`src/rtl/div_pkg.sv`:
```
// div_pkg -- shared definitions for the EX-stage divider.
//
// Holds the bus widths, the divider FSM state codes, the handshake level
// names and a small magnitude helper used when latching signed operands.
package div_pkg;

    localparam int RegBus       = 32;
    localparam int DoubleRegBus = 64;

    localparam logic [RegBus-1:0]       ZeroWord   = '0;
    localparam logic [DoubleRegBus-1:0] ZeroDouble = '0;

    // Divider FSM state codes.
    localparam logic [1:0] DivFree   = 2'b00;
    localparam logic [1:0] DivByZero = 2'b01;
    localparam logic [1:0] DivOn     = 2'b10;
    localparam logic [1:0] DivEnd    = 2'b11;

    // Handshake / mode levels.
    localparam logic DivStart          = 1'b1;
    localparam logic DivNotStart       = 1'b0;
    localparam logic DivResultReady    = 1'b1;
    localparam logic DivResultNotReady = 1'b0;
    localparam logic DivSigned         = 1'b1;
    localparam logic DivNotSigned      = 1'b0;

    // Two's-complement absolute value when the operand is signed and
    // negative; otherwise the raw bits. 0x80000000 maps to itself, which is
    // the correct unsigned magnitude.
    function automatic logic [RegBus-1:0] magnitude(input logic               sgn,
                                                    input logic [RegBus-1:0] v);
        return (sgn && v[RegBus-1]) ? (~v + 32'd1) : v;
    endfunction

endpackage

```
`src/rtl/div.sv`:
```
// div -- multi-cycle 32-bit signed/unsigned radix-2 restoring divider.
//
// EX raises start_i with the operands and stalls until ready_o. Operands
// are sampled once in DivFree; 32 subtract-shift iterations follow, then
// sign correction and the result {remainder, quotient} is presented with
// ready_o, held until start_i drops.
//
// Ports:
//   clk           clock, rising edge
//   rst           synchronous active-high reset
//   signed_div_i  1 = signed (DIV), 0 = unsigned (DIVU)
//   opdata1_i     dividend
//   opdata2_i     divisor
//   start_i       request, held by EX until ready_o
//   annul_i       cancel the in-flight divide
//   result_o      {remainder, quotient}
//   ready_o       result valid
//
// Build option:
//   DIV_BYZERO_FAST_EN  when defined, a zero divisor short-circuits through
//                       DivByZero and returns 0 after one extra edge. When
//                       undefined, a zero divisor runs the full iteration.
module div
    import div_pkg::*;
(
    input  logic                    clk,
    input  logic                    rst,
    input  logic                    signed_div_i,
    input  logic [RegBus-1:0]       opdata1_i,
    input  logic [RegBus-1:0]       opdata2_i,
    input  logic                    start_i,
    input  logic                    annul_i,
    output logic [DoubleRegBus-1:0] result_o,
    output logic                    ready_o
);

    logic [1:0]        state;
    logic [64:0]       dividend;   // {rem[64:33], partial/quotient [32:0]}
    logic [RegBus-1:0] divisor;
    logic [5:0]        cnt;
    logic              neg_quot;   // operand signs differed (signed only)
    logic              neg_rem;    // dividend was negative (signed only)

    logic [RegBus-1:0] op1_mag;
    logic [RegBus-1:0] op2_mag;
    logic [32:0]       diff;
    logic [RegBus-1:0] quot_fix;
    logic [RegBus-1:0] rem_fix;

    always_comb begin
        op1_mag  = magnitude(signed_div_i, opdata1_i);
        op2_mag  = magnitude(signed_div_i, opdata2_i);
        // Trial subtraction; bit 32 set means the divisor did not fit.
        diff     = {1'b0, dividend[63:32]} - {1'b0, divisor};
        quot_fix = neg_quot ? (~dividend[31:0]  + 32'd1) : dividend[31:0];
        rem_fix  = neg_rem  ? (~dividend[64:33] + 32'd1) : dividend[64:33];
    end

    always_ff @(posedge clk) begin
        if (rst) begin
            state    <= DivFree;
            dividend <= '0;
            divisor  <= '0;
            cnt      <= '0;
            neg_quot <= 1'b0;
            neg_rem  <= 1'b0;
            result_o <= ZeroDouble;
            ready_o  <= DivResultNotReady;
        end else begin
            case (state)
                DivFree: begin
                    result_o <= ZeroDouble;
                    ready_o  <= DivResultNotReady;
                    if (start_i == DivStart && !annul_i) begin
                        // Signs are captured here because the operand
                        // inputs are not looked at again.
                        divisor  <= op2_mag;
                        dividend <= {32'b0, op1_mag, 1'b0};
                        cnt      <= '0;
                        neg_quot <= (signed_div_i == DivSigned) &&
                                    (opdata1_i[RegBus-1] ^ opdata2_i[RegBus-1]);
                        neg_rem  <= (signed_div_i == DivSigned) && opdata1_i[RegBus-1];
`ifdef DIV_BYZERO_FAST_EN
                        if (opdata2_i == ZeroWord) state <= DivByZero;
                        else                       state <= DivOn;
`else
                        state    <= DivOn;
`endif
                    end
                end
`ifdef DIV_BYZERO_FAST_EN
                DivByZero: begin
                    if (annul_i) begin
                        state <= DivFree;
                    end else begin
                        result_o <= ZeroDouble;
                        ready_o  <= DivResultReady;
                        state    <= DivEnd;
                    end
                end
`endif
                DivOn: begin
                    if (annul_i) begin
                        state    <= DivFree;
                        cnt      <= '0;
                        result_o <= ZeroDouble;
                        ready_o  <= DivResultNotReady;
                    end else if (cnt != 6'd32) begin
                        if (diff[32]) dividend <= {dividend[63:0], 1'b0};
                        else          dividend <= {diff[31:0], dividend[31:0], 1'b1};
                        cnt <= cnt + 6'd1;
                    end else begin
                        result_o <= {rem_fix, quot_fix};
                        ready_o  <= DivResultReady;
                        state    <= DivEnd;
                    end
                end
                DivEnd: begin
                    if (start_i == DivNotStart) begin
                        result_o <= ZeroDouble;
                        ready_o  <= DivResultNotReady;
                        state    <= DivFree;
                    end
                end
                default: begin
                    state    <= DivFree;
                    result_o <= ZeroDouble;
                    ready_o  <= DivResultNotReady;
                end
            endcase
        end
    end

endmodule

```
`config.mk`:
```
export PLATFORM = sky130hd
export DESIGN_NAME = div
export DESIGN_NICKNAME = d
export VERILOG_FILES = /design/src/rtl/div_pkg.sv /design/src/rtl/div.sv
export SDC_FILE = /design/constraint.sdc
export NUM_CORES = 1
export LEC_CHECK = 0
export ABC_AREA = 1
export BUFFER_PORTS_ARGS = -buffer_cell sky130_fd_sc_hd__buf_2
export CAP_MARGIN = 20
export CORE_MARGIN = 2
export CORE_UTILIZATION = 65
export DETAILED_ROUTE_END_ITERATION = 10
export PLACE_DENSITY = 0.87
export SYNTH_ARGS = -nofsm -noshare
export SYNTH_HDL_FRONTEND = slang
export SYNTH_SLANG_ARGS = --single-unit
```
`constraint.sdc`:
```
create_clock -name clk -period 3.5 [get_ports clk]
set_clock_uncertainty 0.2 [all_clocks]
set_input_delay 0.35 -clock clk [delete_from_list [all_inputs] [get_ports clk]]
set_output_delay 0.35 -clock clk [all_outputs]
set_load 0.005 [all_outputs]
```
Word-level counts from Yosys, hierarchy flattened. Cells that the tools add are included.

Output and inout port bits: 65. Input port bits: 69. Bits in registers: 172. Word-level logic and storage cells: 66.

Bitwise operators: 5. Reduce and logical (&&, ||, !) cells: 12. Equal/unequal tests: 9. Add/subtract/negate cells: 6. Mux-type cells: 26.

Operators with widths (count): two-way mux 65 bit (4); two-way mux 64 bit (3); case mux 65 bit (2 select lines) (1); adder 32 x 1 -> 32 bit, second input constant (4); two-way mux 32 bit (4); inverter 32 bit (4); case mux 64 bit (2 select lines) (1); subtractor 32 x 32 -> 33 bit (1); two-way mux 6 bit (3); case mux 6 bit (2 select lines) (1); two-way mux 2 bit (4); != test 2 bit, second input constant (4); adder 6 x 1 -> 6 bit, second input constant (1); != test 3 bit, second input constant (2); != test 6 bit, second input constant (1); case mux 2 bit (3 select lines) (1); AND reduction 3 bit (2); == test 2 bit, second input constant (2); logical AND 1 bit (4); AND reduction 2 bit (2); AND reduction 4 bit (1); two-way mux 1 bit (3); logical NOT 2 bit (1); case mux 1 bit (2 select lines) (1); 3 further kinds (3).

Logic depth before layout (Yosys ltp).
Depth after elaboration: 6. Depth in mapped cells: 17. Mapped depth without buffers: 16.

Worst setup path after synthesis. OpenSTA, ideal clock, no wires.

Path kind: register -> register. From: register dividend[32]. To: register dividend[61]. Data arrival time: 1935 ps. Library setup time: 68 ps. Clock period less this slack: 2203 ps. Buffers on the path: 1. Stages on the path, launching flop included: 16. Slack: 1297 ps. Path through: dfxtp_1 > inv_1 > ha_1 > fa_1 > nor2_1 > o21ai_1 > nand2_2 > nand2_2 > nand2_4 > nand2_4 > nand2_8 > nand2_4 > buf_6 > nand2_2 > nand2_1 > a21oi_2.

Cells in the longest elaborated chain, start to end: 5.

RTL lines: start: declaration (line div.sv:38) `logic [64:0] dividend;`; start signal: assignment (line div.sv:78) `dividend <= {32'b0, op1_mag, 1'b0};`; start signal: assignment (line div.sv:109) `if (diff[32]) dividend <= {dividend[63:0], 1'b0};`; start signal: assignment (line div.sv:110) `else dividend <= {diff[31:0], dividend[31:0], 1'b1};`; subtractor 32 x 32 -> 33 bit (line div.sv:54) `diff = {1'b0, dividend[63:32]} - {1'b0, divisor};`; two-way mux 65 bit (line div.sv:109); two-way mux 65 bit (line div.sv:108) `end else if (cnt != 6'd32) begin`; two-way mux 65 bit (line div.sv:103) `if (annul_i) begin`; case mux 65 bit (2 select lines) (line div.sv:70) `case (state)`.

No other way between the ends. The select of a mux whose other input is x is not followed. A chain may end at the register's enable or synchronous reset.

Worst setup path in the final report.
From: register dividend[50]. To: register dividend[59].

Same word-level chain as after synthesis.

==> summary.md <==
| Metric | Value |
|---|---|
| Distinct cells, synth | 47 |
| Initial cell density of the core | 66.2% |
| DR WL/cell | around 16 um |
| Worst max-slew margin expressed relative to the limit | 41.3% |
| Cell area after synthesis | 0.0128 sq mm |
| Number of warnings issued by yosys | 0 |
| Setup violation total in the final timing report | 0 |
| Highest clock rate | 357 MHz |
| Worst min path class | primary input to flop |
| Count leader, synth | sky130_fd_sc_hd__nand2_1 |
| Areal power density over the cells | 381 mW/mm^2 |
| Via density | 5.79 |
| Die Span Y | 145 um |
| Internal reg-to-reg setup slack | 0.70 ns |
| Destination of the worst register-to-register timing path | dividend[59]$_SDFFE_PP0P_ |
| Clock buffers created by TritonCTS | 17 |
| Antenna-violating nets left | 0 |
| Layout overhead on the synthesized area | 10.8% |
| Count of input and output buffers | 133 |
| Max-slew violation total from the final report | 0 |
| First-pass iteration count of the detailed router | 6 |
| Endpoint with the worst hold slack | divisor[0]$_SDFFE_PP0P_ |
| Unrepaired setup endpoints after global routing | false |
| Post-layout instance area | about 0.014 sq mm |
| Capturing element type of the critical path | flop |
| Routability cong. | ~1.0 |
| Final sum of negative setup slack | 0 ns |
| Pin count of the biggest net entering global routing | 80 |
| Yosys top cell by area | sky130_fd_sc_hd__dfxtp_1 |
| CTS Root Cell | sky130_fd_sc_hd__clkbuf_16 |
| Sum of net half-perimeters after detailed placement | 30.9 mm |
| Final standard cell count with taps included and fillers excluded | 2531 |
| Critical path cell sequence | ha_1 -> nand2_1 -> inv_1 -> nand2_1 -> nand2_1 -> a21oi_2 -> nor2_2 -> nor2_8 -> nand2_8 -> nand2_4 -> nand2_1 -> nand2_1 -> a21oi_1 |
| Pre-CTS setup slack | 0.721 ns |
| Buffer levels on the longest clock path | 2 |
| Biggest area contributors in the synthesized netlist | sky130_fd_sc_hd__dfxtp_1, sky130_fd_sc_hd__nand2_1, sky130_fd_sc_hd__a21oi_1, sky130_fd_sc_hd__inv_1, sky130_fd_sc_hd__nand3_1 |
| IR Drop Worst-Case VDD | approximately 360 uV |
| Critical Path Start Type | flop |
| TritonCTS clock tree | built |
| Post-layout worst setup margin | about 0.7 ns |
| Reg2reg start | dividend[50]$_SDFFE_PP0P_ |
| Leading post-synthesis cells by instance count | sky130_fd_sc_hd__nand2_1, sky130_fd_sc_hd__inv_1, sky130_fd_sc_hd__a21oi_1, sky130_fd_sc_hd__nand3_1, sky130_fd_sc_hd__nor2_1 |
| Synthesized netlist net count | approximately 2300 |
| Most used cell, CP | sky130_fd_sc_hd__nand2_1 |
| Area of the core | 0.0194 sq mm |
| Hold Path Depth | 3 |
| Share of flip-flops with an asynchronous set or reset | 0% |
| Cell at the slowest stage of the critical path | sky130_fd_sc_hd__dfxtp_1 |
| Worst slack on hold paths | 0.0249 ns |
| Die outline area | about 0.021 sq mm |
| Worst Reg-to-Reg Cells | 13 |
| Total congestion overflow | 0 |
| Final WL | 40.9 mm |
| Routed vias | roughly 15000 |
| Count of instances resized after the clock tree is built | 0 |
| Peak fanout along the critical path | 33 |
| Hold path startpoint | opdata2_i[0] |
| CTS Hold Bufs | 0 |
| Buffer count from post-CTS setup fixing | 0 |
| Number of enable flip-flop cells after synthesis | 0 |
| Initial antenna violation count | 1 |
| Critical Path Start | dividend[50]$_SDFFE_PP0P_ |
| Source-to-sink clock delay at the later pin of the worst-skew pair | 0.45 ns |
| Req. time, crit path | 3.59 ns |
| CTS sink count | 172 |
| Post-route minimum period | 2.80 ns |
| Chip Width | around 140 um |
| Leakage dissipation | 7.23 nW |
| Final core area utilization | 73.3% |
| Drt drc | 0 |
| Transition at the pin with the smallest max-transition slack | 0.881 ns |
| Cell row count | 51 |
| Part of the cycle the worst path needs | between 80% and 90% |
| Flip-flop and latch count after synthesis | 172 |
| Via count of the first global-routing pass | 12800 |
| Overall Global Routing Usage | 39.0% |
| Outcome | completed |
| Depth of the CTS H-tree | 4 |
| Design Power | around 5.4 mW |
| Number of hold violations in the final report | 0 |
| Count of max-cap constraint violations | 0 |
| Number of placed instances with taps included | 2499 |
| Critical Path AT | around 2.9 ns |
| Share of the yosys chip area belonging to registers | ~27% |
| CP Class | flop to flop |
| Final Net Count | 2362 |
| Register clock-pin slew on the reported worst setup and hold paths | about 0.08 ns |
| Fraction of final layout cells with drive strength greater than 1 | a little under an eighth |
| Maximum cell stage delay along the critical path | around 0.53 ns |
| Prevailing post-synth register cell | sky130_fd_sc_hd__dfxtp_1 |
| First-pass GRT wire length | between 60 and 70 mm |
| Final antenna diode count | 0 |
| Avg Cell Area, Syn | 5.94 sq um |
| Count of boundary I/O pins | 134 |
| Share of Yosys cell area claimed by the top area cell type | 26.8% |
| Violation count after the first detailed-route iteration | 1692 |
| Cell count after synthesis | 2160 |
| Area after DPL | 0.0136 sq mm |
## power by group
group / internal (mW) / switching, mW / total (mW)
Sequential: 2.04 / 0.0868 / 2.12
Combinational: 0.415 / 0.949 / 1.36
Clock: 1.02 / 0.919 / 1.94
Total: 3.47 / 1.95 / 5.43
## area by class of cell
| class | count | area [sq um] |
|---|---|---|
| inverter | 303 | 1140 |
| clock inverter | 15 | 169 |
| tap | 265 | 332 |
| clock buffer | 17 | 425 |
| fill | 1719 | 5170 |
| timing repair buffer | 151 | 828 |
| sequential | 172 | 3440 |
| multi-input combinational | 1608 | 7890 |
## kinds of logic after synthesis
logic type	count (synthesis)	share of synthesized area, %
buf+inv	380	11.7
compound gates	384	16.0
simple gates	1134	38.1
fa+ha+maj	40	3.96
xor+xnor	50	3.41
flops	172	26.8
## layout by cell type, fill, tap and decap left out, types with 5 or more instances in the layout
cell type	instances
sky130_fd_sc_hd__nand3_1	204
sky130_fd_sc_hd__a21oi_2	12
sky130_fd_sc_hd__nand4_1	31
sky130_fd_sc_hd__nor2_1	173
sky130_fd_sc_hd__nand2_2	19
sky130_fd_sc_hd__a21oi_1	227
sky130_fd_sc_hd__xor2_1	35
sky130_fd_sc_hd__nor2_2	7
sky130_fd_sc_hd__o21ai_0	108
sky130_fd_sc_hd__nand2_1	637
sky130_fd_sc_hd__buf_4	17
sky130_fd_sc_hd__inv_2	13
sky130_fd_sc_hd__buf_2	132
sky130_fd_sc_hd__o211ai_1	7
sky130_fd_sc_hd__nand3b_1	8
sky130_fd_sc_hd__dfxtp_1	172
sky130_fd_sc_hd__ha_1	39
sky130_fd_sc_hd__clkbuf_16	17
sky130_fd_sc_hd__nor3_1	23
sky130_fd_sc_hd__xnor2_1	15
sky130_fd_sc_hd__inv_6	5
sky130_fd_sc_hd__inv_1	290
sky130_fd_sc_hd__or2_2	7
## registers in the layout, indices dropped and copies added, names as in the netlist
name,flops
neg_quot,1
dividend,65
result_o,64
neg_rem,1
cnt,6
state,2
ready_o,1
divisor,32
## critical path, delay by kind of cell (launching register included)
kind,cells,cell delay [ns]
compound gates,2,0.25
fa+ha+maj,1,0.35
buf+inv,1,0.05
flops,1,0.53
simple gates,9,1.25
## how the worst max path moves through the flow
| stage | end | slack [ns] | cells past startpoint |
|---|---|---|---|
| 6_report | dividend[59]$_SDFFE_PP0P_ | 0.70 | 13 |
| 5_1_grt | dividend[58]$_SDFFE_PP0P_ | 0.48 | 13 |
| 4_1_cts | dividend[59]$_SDFFE_PP0P_ | 0.71 | 13 |
| 3_5_place_dp | dividend[59]$_SDFFE_PP0P_ | 0.72 | 13 |
| 3_3_place_gp | dividend[58]$_SDFFE_PP0P_ | 0.80 | 13 |
| 2_1_floorplan | dividend[61]$_SDFFE_PP0P_ | 1.30 | 15 |
## layer usage
metal / track usage [%] / routed length [um]
met1: 55.4 / 17400
met2: 59.2 / 17500
met3: 9.14 / 4960
met4: 11.2 / 1050
met5: 0 / 0
Note: power is estimated with default switching activity, not from simulation.
